### config.mk
export PLATFORM = sky130hd
export DESIGN_NAME = inst_fetch
export DESIGN_NICKNAME = d
export VERILOG_FILES = /design/src/rtl/inst_fetch.sv
export SDC_FILE = /design/constraint.sdc
export NUM_CORES = 1
export LEC_CHECK = 0
export BUFFER_PORTS_ARGS = -buffer_cell sky130_fd_sc_hd__buf_2
export CORE_MARGIN = 3
export CORE_UTILIZATION = 25
export CTS_CLUSTER_DIAMETER = 200
export CTS_CLUSTER_SIZE = 24
export DETAILED_ROUTE_END_ITERATION = 6
export PLACE_DENSITY_LB_ADDON = 0.15
export SLEW_MARGIN = 20
export SYNTH_ARGS = -nofsm -noshare
export SYNTH_HDL_FRONTEND = slang
export SYNTH_SLANG_ARGS = --single-unit
### constraint.sdc
create_clock -name clk -period 2.6 [get_ports clk]
set_clock_uncertainty 0.2 [all_clocks]
set_input_delay 0.52 -clock clk [delete_from_list [all_inputs] [get_ports clk]]
set_output_delay 0.52 -clock clk [all_outputs]
set_load 0.01 [all_outputs]
### src/rtl/inst_fetch.sv
// Instruction fetch stage: issues one read at a time on the instruction bus and
// presents the fetched word to IF/ID until it is consumed or a branch redirects.
module inst_fetch (
    input  logic        clk,
    input  logic        rst,
    input  logic [5:0]  stop,
    input  logic        branch_flag,
    input  logic [31:0] branch_target,
    output logic        inst_req,
    output logic [31:0] inst_addr,
    input  logic        inst_addr_ok,
    input  logic        inst_data_ok,
    input  logic [31:0] inst_rdata,
    output logic [31:0] if_pc,
    output logic [31:0] if_inst,
    output logic        stallreq_if
);

    localparam logic [31:0] RESET_PC  = 32'hBFC0_0000;
    localparam logic [31:0] ZERO_WORD = 32'h0000_0000;

    typedef enum logic [1:0] {
        S_REQ  = 2'd0,
        S_WAIT = 2'd1,
        S_HOLD = 2'd2
    } state_t;

    state_t      state, state_nx;
    logic [31:0] pc, pc_nx;
    logic [31:0] buffer, buffer_nx;
    logic        cancel, cancel_nx;

    always_comb begin
        state_nx  = state;
        pc_nx     = pc;
        buffer_nx = buffer;
        cancel_nx = cancel;
        case (state)
            S_REQ: begin
                if (branch_flag) begin
                    pc_nx     = branch_target;
                    buffer_nx = ZERO_WORD;
                end
                if (inst_addr_ok) begin
                    state_nx  = S_WAIT;
                    // A read accepted in the redirect cycle targets the old pc.
                    cancel_nx = branch_flag;
                end
            end
            S_WAIT: begin
                if (inst_data_ok) begin
                    cancel_nx = 1'b0;
                    if (cancel || branch_flag) begin
                        state_nx = S_REQ;
                        if (branch_flag) begin
                            pc_nx     = branch_target;
                            buffer_nx = ZERO_WORD;
                        end
                    end else begin
                        buffer_nx = inst_rdata;
                        state_nx  = S_HOLD;
                    end
                end else if (branch_flag) begin
                    pc_nx     = branch_target;
                    buffer_nx = ZERO_WORD;
                    cancel_nx = 1'b1;
                end
            end
            S_HOLD: begin
                if (branch_flag) begin
                    pc_nx     = branch_target;
                    buffer_nx = ZERO_WORD;
                    state_nx  = S_REQ;
                end else if (!stop[1]) begin
                    pc_nx    = pc + 32'd4;
                    state_nx = S_REQ;
                end
            end
            default: begin
                state_nx = S_REQ;
            end
        endcase
    end

    always_ff @(posedge clk) begin
        if (rst) begin
            state  <= S_REQ;
            pc     <= RESET_PC;
            buffer <= ZERO_WORD;
            cancel <= 1'b0;
        end else begin
            state  <= state_nx;
            pc     <= pc_nx;
            buffer <= buffer_nx;
            cancel <= cancel_nx;
        end
    end

    // Outputs depend only on registered state, never on bus inputs.
    assign inst_req    = (state == S_REQ);
    assign inst_addr   = pc;
    assign if_pc       = pc;
    assign if_inst     = (state == S_HOLD) ? buffer : ZERO_WORD;
    assign stallreq_if = (state != S_HOLD);

endmodule

### Yosys cells after proc, flatten, opt, wreduce, memory -nomap -nowiden

Cells that the tools add are included.

* flip-flop bits (word level): 67
* latch bits: 0
* bits in writable memories: 0
* bits in read-only memories: 0
* input port bits: 75
* output and inout bits: 98
* logic and storage cells: 43
* memories kept: 0

* add/subtract/negate cells: 1
* multipliers: 0
* div/mod/pow operators: 0
* magnitude comparators: 0
* equality and inequality tests: 8
* shifts and indexed selects: 0
* multiplexer cells: 21
* bitwise gates (word level): 0
* reductions and logical operators: 9

Operator list (count)
* $mux W32: 9
* $pmux W32 S3: 1
* $pmux W32 S2: 1
* $add A32 B3 Y32 const B: 1
* $mux W2: 5
* $ne A3 B3 Y1 const B: 3
* $reduce_and A3 Y1: 3
* $pmux W2 S3: 1
* $ne A2 B2 Y1 const B: 2
* $reduce_bool A2 Y1: 2
* $mux W1: 3
* $reduce_bool A3 Y1: 1
* $eq A2 B1 Y1 const B: 1
* $eq A2 B2 Y1 const B: 1
* $logic_not A2 Y1: 1
* $ne A2 B1 Y1 const B: 1
* $pmux W1 S2: 1
* $reduce_or A2 Y1: 1
* $logic_or A1 B1 Y1: 1

### Depth between registers and ports, before layout

Gate-level depths: netlist of run 1.

* word-level depth: 4
* mapped depth: 8
* mapped depth without buffers: 6

### Worst setup path before layout of run 1

OpenSTA, ideal clock, no wires.

* path type: input to register
* start point: in branch_flag
* end point: reg pc[24], in the netlist if_pc[24]
* library setup time: 0.116 ns
* data arrival time: 1.951 ns
* required time: 2.284 ns
* slack: 0.333 ns
* stages: 6
* buffers on the path: 3
* cells stage by stage: clkbuf_1 -> or3b_2 -> clkbuf_8 -> clkbuf_1 -> a211o_1 -> a31o_2

* word-level cells in the longest chain between the ends: 4
* elaborated cells on any way between the ends: 9
* those cells by class: eq/ne (2); mux (5); reduce/logical (2)

RTL lines
* from (decl): line 7 `input logic branch_flag,`
* $mux W32 (3 in a row)
* $pmux W32 S3: line 38 `case (state)`
* to (signal assigned): line 93 `pc <= pc_nx;`
* to (decl): line 29 `logic [31:0] pc, pc_nx;`

Several ways; a longest one is shown, not always the timed one. The select of a mux whose other input is x is not followed.
A chain may end at the register's enable or synchronous reset.

### Worst setup path in the final report of run 1

* start point: reg pc[18], in the netlist if_pc[18]
* end point: reg pc[30], in the netlist if_pc[30]

* word-level cells in the longest chain between the ends: 4

RTL lines
* $add A32 B3 Y32: line 75 `pc_nx = pc + 32'd4;`
* $mux W32: line 74 `end else if (!stop[1]) begin`
* $mux W32: line 70 `if (branch_flag) begin`
* $pmux W32 S3: line 38

Every way passes these cells. The select of a mux whose other input is x is not followed.

==> metrics.txt, run 1 <==
# TYPE chip_impl_metric gauge
chip_impl_info{name="outcome",value="finished, final reports clean"} 1
chip_impl_info{name="synth_area_leaders",value="sky130_fd_sc_hd__dfxtp_1, sky130_fd_sc_hd__a21oi_1, sky130_fd_sc_hd__nand2_1, sky130_fd_sc_hd__buf_4, sky130_fd_sc_hd__and2_1"} 1
chip_impl_metric{name="cts.sinks",unit=""} 67
chip_impl_metric{name="drt-vias-per-instance",unit=""} 4.97
chip_impl_metric{name="remaining_drc_errors",unit=""} 0
chip_impl_info{name="critPathKind",value="flop to flop"} 1
chip_impl_metric{name="floorplan.rows",unit=""} 44
chip_impl_metric{name="first_global_vias",unit=""} 3764
chip_impl_info{name="hp-class",value="primary input to flop"} 1
chip_impl_metric{name="core_region_area",unit="mm^2"} 0.0149
chip_impl_metric{name="globalRoute.totalOverflow",unit=""} 0
chip_impl_metric{name="cts.repair_timing.setup_buffer_count",unit=""} 0
chip_impl_metric{name="post_synth_instance_area",unit="mm^2"} 0.00388
chip_impl_metric{name="n_fill_cell",unit=""} 1629
chip_impl_info{name="reg2reg_to",value="if_pc[30]"} 1
chip_impl_metric{name="first_pass_iters",unit=""} 4
chip_impl_metric{name="numCtsBuffers",unit=""} 9
chip_impl_metric{name="vdd.ir_drop.worst",unit="mV"} 0.314
chip_impl_info{name="post-synth-top-area-cell",value="sky130_fd_sc_hd__dfxtp_1"} 1
chip_impl_metric{name="timing.critical_path.buf_inv",unit=""} 0
chip_impl_metric{name="maxCapViolCount",unit=""} 0
chip_impl_metric{name="route.detailed.wl_per_inst",unit="um"} 16.0
chip_impl_metric{name="synthToLayoutAreaGrowth",unit="%"} 29.1
chip_impl_metric{name="report.final.slew_viol_count",unit=""} 0
chip_impl_metric{name="global_route.usage.total",unit="%"} 15.3
chip_impl_metric{name="netlist.area_leader.share",unit="%"} 34.6
chip_impl_metric{name="ant_nets",unit=""} 0
chip_impl_metric{name="dr_total_vias",unit=""} 4114
chip_impl_metric{name="fp.dieArea",unit="mm^2"} 0.0170
chip_impl_info{name="setup_repair_after_global_routing_missed_its_margin",value="false"} 1
chip_impl_info{name="primary_flip_flop_cell_chosen_by_synthesis_mapping",value="sky130_fd_sc_hd__dfxtp_1"} 1
chip_impl_metric{name="setup_slack",unit="ns"} 0.169
chip_impl_metric{name="power.share.switching",unit="%"} 27.7
chip_impl_metric{name="htree_levels",unit=""} 3
chip_impl_metric{name="async_reset_ff_share",unit="%"} 0
chip_impl_metric{name="max_clock_freq",unit="MHz"} 411
chip_impl_info{name="holdCritStartpoint",value="inst_rdata[25]"} 1
chip_impl_info{name="tritoncts",value="built"} 1
chip_impl_metric{name="yosys.cell_types.count",unit=""} 59
chip_impl_metric{name="internal_power",unit="mW"} 2.00
chip_impl_metric{name="post_synth.cell_area_avg",unit="um^2"} 7.63
chip_impl_metric{name="final_hold_viols",unit=""} 0
chip_impl_info{name="hold_path_end",value="buffer[25]"} 1
chip_impl_metric{name="worst_path_depth",unit=""} 5
chip_impl_metric{name="power_switching",unit="uW"} 767
chip_impl_metric{name="detailed_place_hpwl",unit="um"} 9410
chip_impl_metric{name="share_seq_of_total_power",unit="%"} 40.7
chip_impl_metric{name="power.share.combinational",unit="%"} 13.6
chip_impl_metric{name="height_of_the_chip",unit="um"} 131
chip_impl_metric{name="tns",unit="ns"} 0
chip_impl_metric{name="syn-instance-count",unit=""} 508
chip_impl_metric{name="tightest_slew",unit="ns"} 0.530
chip_impl_metric{name="totalWireLength",unit="um"} 13300
chip_impl_metric{name="clkLatencyLatePin",unit="ns"} 0.35
chip_impl_metric{name="detailedRoute.firstIterationViolations",unit=""} 186
chip_impl_metric{name="setup.reg_to_reg.worst_slack",unit="ns"} 0.17
chip_impl_metric{name="nets",unit=""} 715
chip_impl_metric{name="critPathRequiredTime",unit="ns"} 2.67
chip_impl_metric{name="synth_seq_area_share",unit="%"} 34.6
chip_impl_metric{name="start_util",unit="%"} 26.1
chip_impl_metric{name="layout-drive-gt1-share",unit="%"} 35.1
chip_impl_metric{name="synth_seq_cells",unit=""} 67
chip_impl_metric{name="clk_pin_slew_worst_paths",unit="ns"} 0.06
chip_impl_metric{name="antenna_cells_inserted",unit=""} 0
chip_impl_metric{name="grt_antenna_before_repair",unit=""} 0
chip_impl_metric{name="crit_arrival",unit="ns"} 2.50
chip_impl_metric{name="final_min_period_over_clock_period",unit="%"} 93.5
chip_impl_metric{name="place_ws",unit="ns"} 0.193
chip_impl_info{name="worst_path_max_delay_cell",value="sky130_fd_sc_hd__or4_4"} 1
chip_impl_metric{name="worst_slew_margin_rel",unit="%"} 64.7
chip_impl_info{name="cts-root-buf",value="sky130_fd_sc_hd__clkbuf_16"} 1
chip_impl_metric{name="synth_nets",unit=""} 584
chip_impl_metric{name="power_per_cell_area",unit="mW/mm^2"} 553
chip_impl_metric{name="placement.io_buffers",unit=""} 167
chip_impl_metric{name="hold_path_stages",unit=""} 3
chip_impl_metric{name="worstRegToRegCells",unit=""} 5
chip_impl_metric{name="post-route-min-period",unit="ns"} 2.43
chip_impl_metric{name="edff_count_synth",unit=""} 0
chip_impl_metric{name="floorplan.io_pins",unit=""} 173
chip_impl_metric{name="critical_path.max_stage_delay",unit="ns"} 0.61
chip_impl_metric{name="wire_length_of_the_first_global_routing_pass",unit="um"} 20300
chip_impl_metric{name="timing.final.setup_violations",unit=""} 0
chip_impl_info{name="end_kind",value="flop"} 1
chip_impl_metric{name="grt_max_degree",unit=""} 38
chip_impl_metric{name="die_w",unit="um"} 131
chip_impl_metric{name="cts_buffer_depth",unit=""} 2
chip_impl_metric{name="leakagePower",unit="nW"} 2.16
chip_impl_metric{name="routabilityCongestion",unit=""} 0.814
chip_impl_info{name="critPathLaunchType",value="flop"} 1
chip_impl_metric{name="cts.repair.resized",unit=""} 0
chip_impl_metric{name="ys_warn_count",unit=""} 0
chip_impl_metric{name="clock_power_share",unit="%"} 45.7
chip_impl_info{name="cpLargestDelayFamily",value="simple AND/OR/NAND/NOR gates"} 1
chip_impl_metric{name="hold_buffers",unit=""} 0
chip_impl_metric{name="cp_max_fo",unit=""} 6
chip_impl_info{name="worstReg2RegStart",value="if_pc[18]"} 1
chip_impl_info{name="path_cells",value="nand3_2, or4_4, nor4_1, mux2_2, nor3_1"} 1
[layout make-up]
class,instances,area (um^2),share of cell area [%]
multi-input combinational,364,2060,41.2
sequential,67,1340,26.8
timing repair buffer,192,1050,20.9
clock buffer,10,239,4.77
tap,184,230,4.60
clock inverter,6,65.1,1.30
inverter,5,18.8,0.375
[worst reg2reg max path: cells and delay by family, from the launching register on]
family | cells | cell delay, ns
muxes | 1 | 0.38
DFF | 1 | 0.45
and+or+nand+nor | 4 | 1.33
[state kept, by name, summed over array words and instances, names as in the netlist]
signal  cells
cancel      1
state       2
if_pc      32
buffer     32
[worst max path at each step]
stage / start / endpoint / slack, ns
after floorplan: branch_flag / if_pc[24] / 0.33
after global placement: branch_flag / if_pc[24] / 0.24
after detailed placement: if_pc[18] / if_pc[30] / 0.19
after CTS: if_pc[18] / if_pc[30] / 0.18
after global routing: if_pc[18] / if_pc[30] / 0.02
final: if_pc[18] / if_pc[30] / 0.17
[stage by stage]
stage	instance area, um^2	utilization [%]	hold WS [ns]	power (mW)	cells
final	5010	33.7	0.207	2.77	828
after global routing	5010	33.7	0.186	2.91	828
after CTS	5010	33.7	0.193	2.82	828
after detailed placement	4700	31.6	0.254	1.53	812
after global placement	4700	31.6	0.250	1.53	812
after floorplan	3880	-	0.243	1.38	508
[placed cells by master (no fill, tap or decap), types with 3 or more instances in the layout]
cell                           n
sky130_fd_sc_hd__dfxtp_1      67
sky130_fd_sc_hd__clkbuf_16     9
sky130_fd_sc_hd__o22ai_1       3
sky130_fd_sc_hd__and4_1        4
sky130_fd_sc_hd__a32o_1        4
sky130_fd_sc_hd__a21oi_1      50
sky130_fd_sc_hd__a211oi_1     12
sky130_fd_sc_hd__o21ai_1       3
sky130_fd_sc_hd__a31o_2        3
sky130_fd_sc_hd__or3_1         3
sky130_fd_sc_hd__buf_2       167
sky130_fd_sc_hd__nor3_1        9
sky130_fd_sc_hd__a22oi_1       3
sky130_fd_sc_hd__a311oi_1      3
sky130_fd_sc_hd__clkinvlp_4    4
sky130_fd_sc_hd__nand2b_1      8
sky130_fd_sc_hd__nand4_1      11
sky130_fd_sc_hd__o31ai_1       4
sky130_fd_sc_hd__and2_1       34
sky130_fd_sc_hd__buf_4        23
sky130_fd_sc_hd__inv_1         5
sky130_fd_sc_hd__o21ai_0      19
sky130_fd_sc_hd__nor2_1       38
sky130_fd_sc_hd__nand3_1      37
sky130_fd_sc_hd__nand2_1      66
sky130_fd_sc_hd__a221oi_1      3
sky130_fd_sc_hd__nor4_1        3
sky130_fd_sc_hd__nor2b_1       3
[per-layer routing]
layer,up-vias,track usage (%),part of all wire (%)
met5,-,0,0
met4,0,3.63,1.3
met3,14,5.00,5.9
met2,130,24.4,48
met1,1944,20.2,45
li1,2026,-,-
[Yosys cell counts, drive strengths merged, types with 2 or more instances]
| master | count |
|---|---|
| or3 | 4 |
| and3 | 4 |
| a211o | 2 |
| a311oi | 3 |
| nor4 | 3 |
| o32ai | 2 |
| nor3 | 11 |
| and2 | 35 |
| inv | 5 |
| o22ai | 3 |
| mux2i | 2 |
| nand2 | 66 |
| a21oi | 50 |
| nor3b | 3 |
| nor4b | 2 |
| nand4 | 11 |
| a22oi | 3 |
| nor2b | 3 |
| a21o | 2 |
| a221oi | 3 |
| o21ai | 23 |
| nand3 | 39 |
| or4 | 2 |
| o31ai | 4 |
| clkbuf | 37 |
| nor2 | 38 |
| a32o | 4 |
| a31o | 5 |
| buf | 35 |
| and4 | 5 |
| a211oi | 12 |
| a31oi | 2 |
| nand2b | 8 |
| dfxtp | 67 |
[power groups by stage]
stage                     clock network [mW]  logic, mW  registers, mW
after global placement                     0      0.381           1.15
final                                   1.27      0.378           1.13
after CTS                               1.31      0.384           1.13
after detailed placement                   0      0.382           1.15
after global routing                    1.35      0.421           1.14
after floorplan                            0      0.231           1.15
[logic make-up (layout without fill, tap and decap cells)]
| logic type | Yosys count | after routing | share of synthesized area, % |
|---|---|---|---|
| flops | 67 | 67 | 34.6 |
| fa+ha+maj | 1 | 1 | 0.323 |
| mux | 3 | 3 | 0.807 |
| simple gates | 236 | 236 | 31.8 |
| buf+inv | 77 | 213 | 12.3 |
| compound gates | 124 | 124 | 20.1 |
(Power assumes the default switching activity.)
==> run 2: changes to the inputs <==
==> constraint.sdc (replaced) <==
create_clock -name clk -period 2.6 [get_ports clk]
set_clock_uncertainty 0.2 [all_clocks]
set_input_delay 0 -clock clk [delete_from_list [all_inputs] [get_ports clk]]
set_output_delay 0 -clock clk [all_outputs]
set_load 0.01 [all_outputs]
==> metrics.txt, run 2 (synthesis results as in run 1) <==
# TYPE chip_impl_metric gauge
chip_impl_info{name="outcome",value="finished, final reports clean"} 1
chip_impl_metric{name="detailed_place_hpwl",unit="um"} 9370
chip_impl_metric{name="nets",unit=""} 793
chip_impl_metric{name="drt-vias-per-instance",unit=""} 4.88
chip_impl_metric{name="final_min_period_over_clock_period",unit="%"} 94.1
chip_impl_metric{name="leakagePower",unit="nW"} 2.49
chip_impl_info{name="cts-root-buf",value="sky130_fd_sc_hd__clkbuf_16"} 1
chip_impl_metric{name="layout-drive-gt1-share",unit="%"} 31.0
chip_impl_info{name="final_cell_mix",value="sky130_fd_sc_hd__buf_2, sky130_fd_sc_hd__dlygate4sd3_1, sky130_fd_sc_hd__dfxtp_1"} 1
chip_impl_metric{name="crit_arrival",unit="ns"} 2.53
chip_impl_metric{name="final_hold_viols",unit=""} 0
chip_impl_info{name="setup_repair_after_global_routing_missed_its_margin",value="false"} 1
chip_impl_metric{name="cp_max_fo",unit=""} 32
chip_impl_metric{name="first_pass_iters",unit=""} 5
chip_impl_metric{name="dr_total_vias",unit=""} 4422
chip_impl_metric{name="grt_max_degree",unit=""} 36
chip_impl_metric{name="synthToLayoutAreaGrowth",unit="%"} 49.1
chip_impl_metric{name="post-route-min-period",unit="ns"} 2.45
chip_impl_metric{name="first_global_vias",unit=""} 4159
chip_impl_metric{name="routabilityCongestion",unit=""} 0.760
chip_impl_metric{name="critPathRequiredTime",unit="ns"} 2.69
chip_impl_metric{name="tns",unit="ns"} 0
chip_impl_metric{name="route.detailed.wl_per_inst",unit="um"} 15.6
chip_impl_metric{name="grt_antenna_before_repair",unit=""} 0
chip_impl_metric{name="finish.utilization",unit="%"} 38.9
chip_impl_metric{name="timing.final.setup_violations",unit=""} 0
chip_impl_metric{name="numCtsBuffers",unit=""} 9
chip_impl_info{name="end_kind",value="flop"} 1
chip_impl_metric{name="cts.sinks",unit=""} 67
chip_impl_metric{name="place_ws",unit="ns"} 0.343
chip_impl_metric{name="die_w",unit="um"} 131
chip_impl_metric{name="global_route.usage.total",unit="%"} 16.3
chip_impl_metric{name="clkLatencyLatePin",unit="ns"} 0.34
chip_impl_metric{name="fp.dieArea",unit="mm^2"} 0.0170
chip_impl_metric{name="ant_nets",unit=""} 0
chip_impl_metric{name="setup_slack",unit="ns"} 0.154
chip_impl_metric{name="cts_buffer_depth",unit=""} 2
chip_impl_metric{name="maxCapViolCount",unit=""} 0
chip_impl_metric{name="totalWireLength",unit="um"} 14100
chip_impl_metric{name="worst_slew_margin_rel",unit="%"} 50.8
chip_impl_metric{name="globalRoute.totalOverflow",unit=""} 0
chip_impl_metric{name="vdd.ir_drop.worst",unit="mV"} 0.293
chip_impl_metric{name="remaining_drc_errors",unit=""} 0
chip_impl_metric{name="wire_length_of_the_first_global_routing_pass",unit="um"} 21700
chip_impl_metric{name="detailedRoute.firstIterationViolations",unit=""} 261
chip_impl_info{name="critPathLaunchType",value="primary input"} 1
chip_impl_metric{name="start_util",unit="%"} 26.1
chip_impl_metric{name="clk_pin_slew_worst_paths",unit="ns"} 0.06
chip_impl_metric{name="placement.io_buffers",unit=""} 167
chip_impl_metric{name="max_clock_freq",unit="MHz"} 409
chip_impl_metric{name="power_per_cell_area",unit="mW/mm^2"} 496
chip_impl_metric{name="htree_levels",unit=""} 3
chip_impl_info{name="final_common_cell",value="sky130_fd_sc_hd__buf_2"} 1
chip_impl_metric{name="height_of_the_chip",unit="um"} 131
chip_impl_info{name="critPathKind",value="primary input to flop"} 1
chip_impl_metric{name="floorplan.rows",unit=""} 44
chip_impl_info{name="tritoncts",value="built"} 1
chip_impl_metric{name="report.final.slew_viol_count",unit=""} 0
chip_impl_metric{name="tightest_slew",unit="ns"} 0.738
chip_impl_metric{name="core_region_area",unit="mm^2"} 0.0149
chip_impl_metric{name="floorplan.io_pins",unit=""} 173
chip_impl_info{name="hp-class",value="primary input to flop"} 1
chip_impl_metric{name="antenna_cells_inserted",unit=""} 0
run 2: final timing paths:
| check | slack, ns | endpoint | cells past startpoint | start |
|---|---|---|---|---|
| setup reg to reg | 0.17 | buffer[20] | 7 | state[1] |
| hold reg to reg | 0.26 | buffer[23] | 2 | buffer[23] |
| setup / recovery | 0.15 | buffer[20] | 9 | branch_flag |
| hold / removal | 0.01 | if_pc[7] | 2 | rst |
run 2: where the power goes:
part	internal, mW	total [mW]	switching [mW]
sequential	1.07	1.12	0.0493
clock	0.769	1.27	0.500
combinational	0.241	0.478	0.236
run 2: cell type report:
class                           instances  area, um^2
Clock buffer                           10         239
Clock inverter                          6        63.8
Fill cell                            1568        9090
Inverter                                5        18.8
Multi-Input combinational cell        364        2060
Sequential cell                        67        1340
Tap cell                              184         230
Timing Repair Buffer                  270        1820
run 2: per-stage QoR:
step	hold slack, ns	std cells	area [um^2]	total power, mW
2_1_floorplan	-0.0640	508	3880	1.38
3_3_place_gp	0.0456	810	4670	1.53
3_5_place_dp	0.0454	810	4670	1.53
4_1_cts	0.00168	906	5780	2.90
5_1_grt	0.0406	906	5780	3.00
6_report	0.0141	906	5780	2.87
run 2: timing repair:
| action | 4_1_cts | 5_1_grt |
|---|---|---|
| hold endpoints to repair | 67 | 0 |
| setup buffers | 0 | 0 |
| resized for setup | 0 | 0 |
| hold buffers | 80 | 0 |
| endpoints found under the setup margin | 0 | 0 |
run 2: worst max-delay path, stage by stage:
cell and delay (ns):
sky130_fd_sc_hd__dlygate4sd3_1 0.54, sky130_fd_sc_hd__buf_2 0.13, sky130_fd_sc_hd__buf_4 0.18, sky130_fd_sc_hd__nor4b_1 0.34
sky130_fd_sc_hd__and2_1 0.18, sky130_fd_sc_hd__buf_4 0.33, sky130_fd_sc_hd__nand2_1 0.11, sky130_fd_sc_hd__a21oi_1 0.15
sky130_fd_sc_hd__dlygate4sd3_1 0.56
run 2: per-layer routing:
metal | share of wire [%] | global-route usage, % | vias to the layer above | routed length (um)
met4 | 1.9 | 6.53 | 0 | 272
met2 | 48 | 26.9 | 154 | 6830
met1 | 44 | 21.2 | 2063 | 6250
met3 | 5.3 | 2.60 | 17 | 743
met5 | 0 | 0 | - | 0
li1 | - | - | 2188 | -
==> run 3: changes to the inputs <==
--- a/config.mk
+++ b/config.mk
@@ -6,6 +6,8 @@
 export NUM_CORES = 1
 export LEC_CHECK = 0
 export BUFFER_PORTS_ARGS = -buffer_cell sky130_fd_sc_hd__buf_2
+export CAP_MARGIN = 25
+export CORE_ASPECT_RATIO = 0.75
 export CORE_MARGIN = 3
 export CORE_UTILIZATION = 25
 export CTS_CLUSTER_DIAMETER = 200
==> metrics.txt, run 3 (synthesis results as in run 1) <==
# TYPE chip_impl_metric gauge
chip_impl_metric{name="cp_max_fo",unit=""} 7
chip_impl_info{name="final_cell_mix",value="sky130_fd_sc_hd__buf_2, sky130_fd_sc_hd__dlygate4sd3_1, sky130_fd_sc_hd__dfxtp_1"} 1
chip_impl_metric{name="post_layout_nonfiller_instances",unit=""} 910
chip_impl_metric{name="place_ws",unit="ns"} 0.276
chip_impl_metric{name="dr_total_vias",unit=""} 4388
chip_impl_info{name="path_cells",value="nand3_2, or4_4, nor4_1, mux2_2, nor3_1"} 1
chip_impl_metric{name="placement.io_buffers",unit=""} 167
chip_impl_metric{name="clkLatencyLatePin",unit="ns"} 0.33
chip_impl_metric{name="drt-vias-per-instance",unit=""} 4.82
chip_impl_metric{name="remaining_drc_errors",unit=""} 0
chip_impl_metric{name="grt_max_degree",unit=""} 37
chip_impl_metric{name="vdd.ir_drop.worst",unit="mV"} 0.287
chip_impl_metric{name="cts.repair_timing.setup_buffer_count",unit=""} 0
chip_impl_metric{name="final_hold_viols",unit=""} 0
chip_impl_metric{name="tightest_slew",unit="ns"} 0.552
chip_impl_metric{name="timing.critical_path.buf_inv",unit=""} 0
chip_impl_metric{name="start_util",unit="%"} 26.1
chip_impl_metric{name="floorplan.io_pins",unit=""} 173
chip_impl_metric{name="numCtsBuffers",unit=""} 9
chip_impl_metric{name="floorplan.rows",unit=""} 38
chip_impl_metric{name="setup_slack",unit="ns"} 0.231
chip_impl_metric{name="crit_arrival",unit="ns"} 2.42
chip_impl_metric{name="maxCapViolCount",unit=""} 0
chip_impl_info{name="setup_repair_after_global_routing_missed_its_margin",value="false"} 1
chip_impl_metric{name="fp.dieArea",unit="mm^2"} 0.0171
chip_impl_metric{name="detailed_place_hpwl",unit="um"} 9510
chip_impl_metric{name="tns",unit="ns"} 0
chip_impl_metric{name="worst_slew_margin_rel",unit="%"} 63.1
chip_impl_metric{name="cts_buffer_depth",unit=""} 2
chip_impl_metric{name="multi_input_comb_area",unit="mm^2"} 0.00206
chip_impl_metric{name="leakagePower",unit="nW"} 2.43
chip_impl_metric{name="antenna_cells_inserted",unit=""} 0
chip_impl_metric{name="placement.cell_area",unit="mm^2"} 0.00468
chip_impl_metric{name="power_per_cell_area",unit="mW/mm^2"} 484
chip_impl_metric{name="global_route.usage.total",unit="%"} 16.4
chip_impl_metric{name="wire_length_of_the_first_global_routing_pass",unit="um"} 22400
chip_impl_metric{name="max_clock_freq",unit="MHz"} 422
chip_impl_info{name="tritoncts",value="built"} 1
chip_impl_metric{name="number_of_cells_in_the_design_after_placement",unit=""} 824
chip_impl_metric{name="globalRoute.totalOverflow",unit=""} 0
chip_impl_metric{name="die_w",unit="um"} 150
chip_impl_info{name="worst_path_max_delay_cell",value="sky130_fd_sc_hd__or4_4"} 1
chip_impl_metric{name="detailedRoute.firstIterationViolations",unit=""} 248
chip_impl_info{name="critPathKind",value="flop to flop"} 1
chip_impl_metric{name="htree_levels",unit=""} 3
chip_impl_metric{name="hold_buffers",unit=""} 70
chip_impl_metric{name="synthToLayoutAreaGrowth",unit="%"} 45.9
chip_impl_metric{name="ant_nets",unit=""} 0
chip_impl_metric{name="layout-drive-gt1-share",unit="%"} 31.3
chip_impl_metric{name="timing.final.setup_violations",unit=""} 0
chip_impl_metric{name="route.detailed.wl_per_inst",unit="um"} 15.6
chip_impl_info{name="cts-root-buf",value="sky130_fd_sc_hd__clkbuf_16"} 1
chip_impl_metric{name="cts.sinks",unit=""} 67
chip_impl_metric{name="critical_path.max_stage_delay",unit="ns"} 0.61
chip_impl_metric{name="routabilityCongestion",unit=""} 0.789
chip_impl_metric{name="cts.repair.resized",unit=""} 0
chip_impl_metric{name="seqCellArea",unit="mm^2"} 0.00134
chip_impl_info{name="cpLargestDelayFamily",value="simple AND/OR/NAND/NOR gates"} 1
chip_impl_metric{name="height_of_the_chip",unit="um"} 114
chip_impl_metric{name="nets",unit=""} 781
chip_impl_metric{name="n_fill_cell",unit=""} 1577
chip_impl_metric{name="report.final.slew_viol_count",unit=""} 0
chip_impl_info{name="critPathLaunchType",value="flop"} 1
chip_impl_metric{name="first_pass_iters",unit=""} 4
chip_impl_metric{name="grt_antenna_before_repair",unit=""} 0
chip_impl_metric{name="final_min_period_over_clock_period",unit="%"} 91.1
chip_impl_metric{name="core_region_area",unit="mm^2"} 0.0148
chip_impl_info{name="end_kind",value="flop"} 1
chip_impl_info{name="final_common_cell",value="sky130_fd_sc_hd__buf_2"} 1
chip_impl_info{name="hp-class",value="primary input to flop"} 1
chip_impl_metric{name="critPathRequiredTime",unit="ns"} 2.65
chip_impl_metric{name="post-route-min-period",unit="ns"} 2.37
chip_impl_metric{name="postLayoutCellArea",unit="mm^2"} 0.00566
chip_impl_metric{name="clk_pin_slew_worst_paths",unit="ns"} 0.07
chip_impl_metric{name="first_global_vias",unit=""} 4289
chip_impl_info{name="outcome",value="finished, final reports clean"} 1
chip_impl_metric{name="totalWireLength",unit="um"} 14200
-- run 3: power by group --
group / total (mW) / internal (mW) / switching (mW)
Combinational: 0.473 / 0.235 / 0.238
Sequential: 1.12 / 1.07 / 0.0487
Clock: 1.15 / 0.650 / 0.497
Total: 2.74 / 1.96 / 0.784
-- run 3: path summary, 6_finish.rpt --
kind | depth (start not counted) | end | slack (ns) | startpoint
worst max-delay path | 5 | if_pc[30] | 0.23 | if_pc[17]
worst min register to register | 2 | buffer[27] | 0.26 | buffer[27]
worst max register to register | 5 | if_pc[30] | 0.23 | if_pc[17]
worst min-delay path | 3 | buffer[12] | 0.01 | branch_flag
-- run 3: layout make-up --
class / instances / share of cell area, %
clock buffer: 9 / 3.98
clock inverter: 7 / 0.907
inverter: 5 / 0.332
multi-input combinational: 364 / 36.5
sequential: 67 / 23.7
tap: 200 / 4.42
timing repair buffer: 258 / 30.2
-- run 3: worst register-to-register path: cells and delay by family, from the launching register on --
kind             cells  cell delay [ns]
multiplexers         1             0.38
AND/OR/NAND/NOR      4             1.26
flip-flops           1             0.44
-- run 3: metrics by stage --
stage | util [%] | hold WS [ns] | total power, mW
floorplan | - | -0.0640 | 1.38
detailed placement | 31.5 | 0.0472 | 1.53
finish | 38.1 | 0.0132 | 2.74
global placement | 31.5 | 0.0440 | 1.53
global route | 38.1 | 0.0530 | 2.87
CTS | 38.1 | 0.00579 | 2.79
-- run 3: layer usage --
metal | vias to the layer above | share of wire [%] | track usage, %
met5 | - | 0 | 0
met4 | 0 | 1.6 | 4.75
met3 | 15 | 6.0 | 3.22
met2 | 154 | 47 | 26.7
met1 | 2057 | 46 | 22.2
li1 | 2162 | - | -
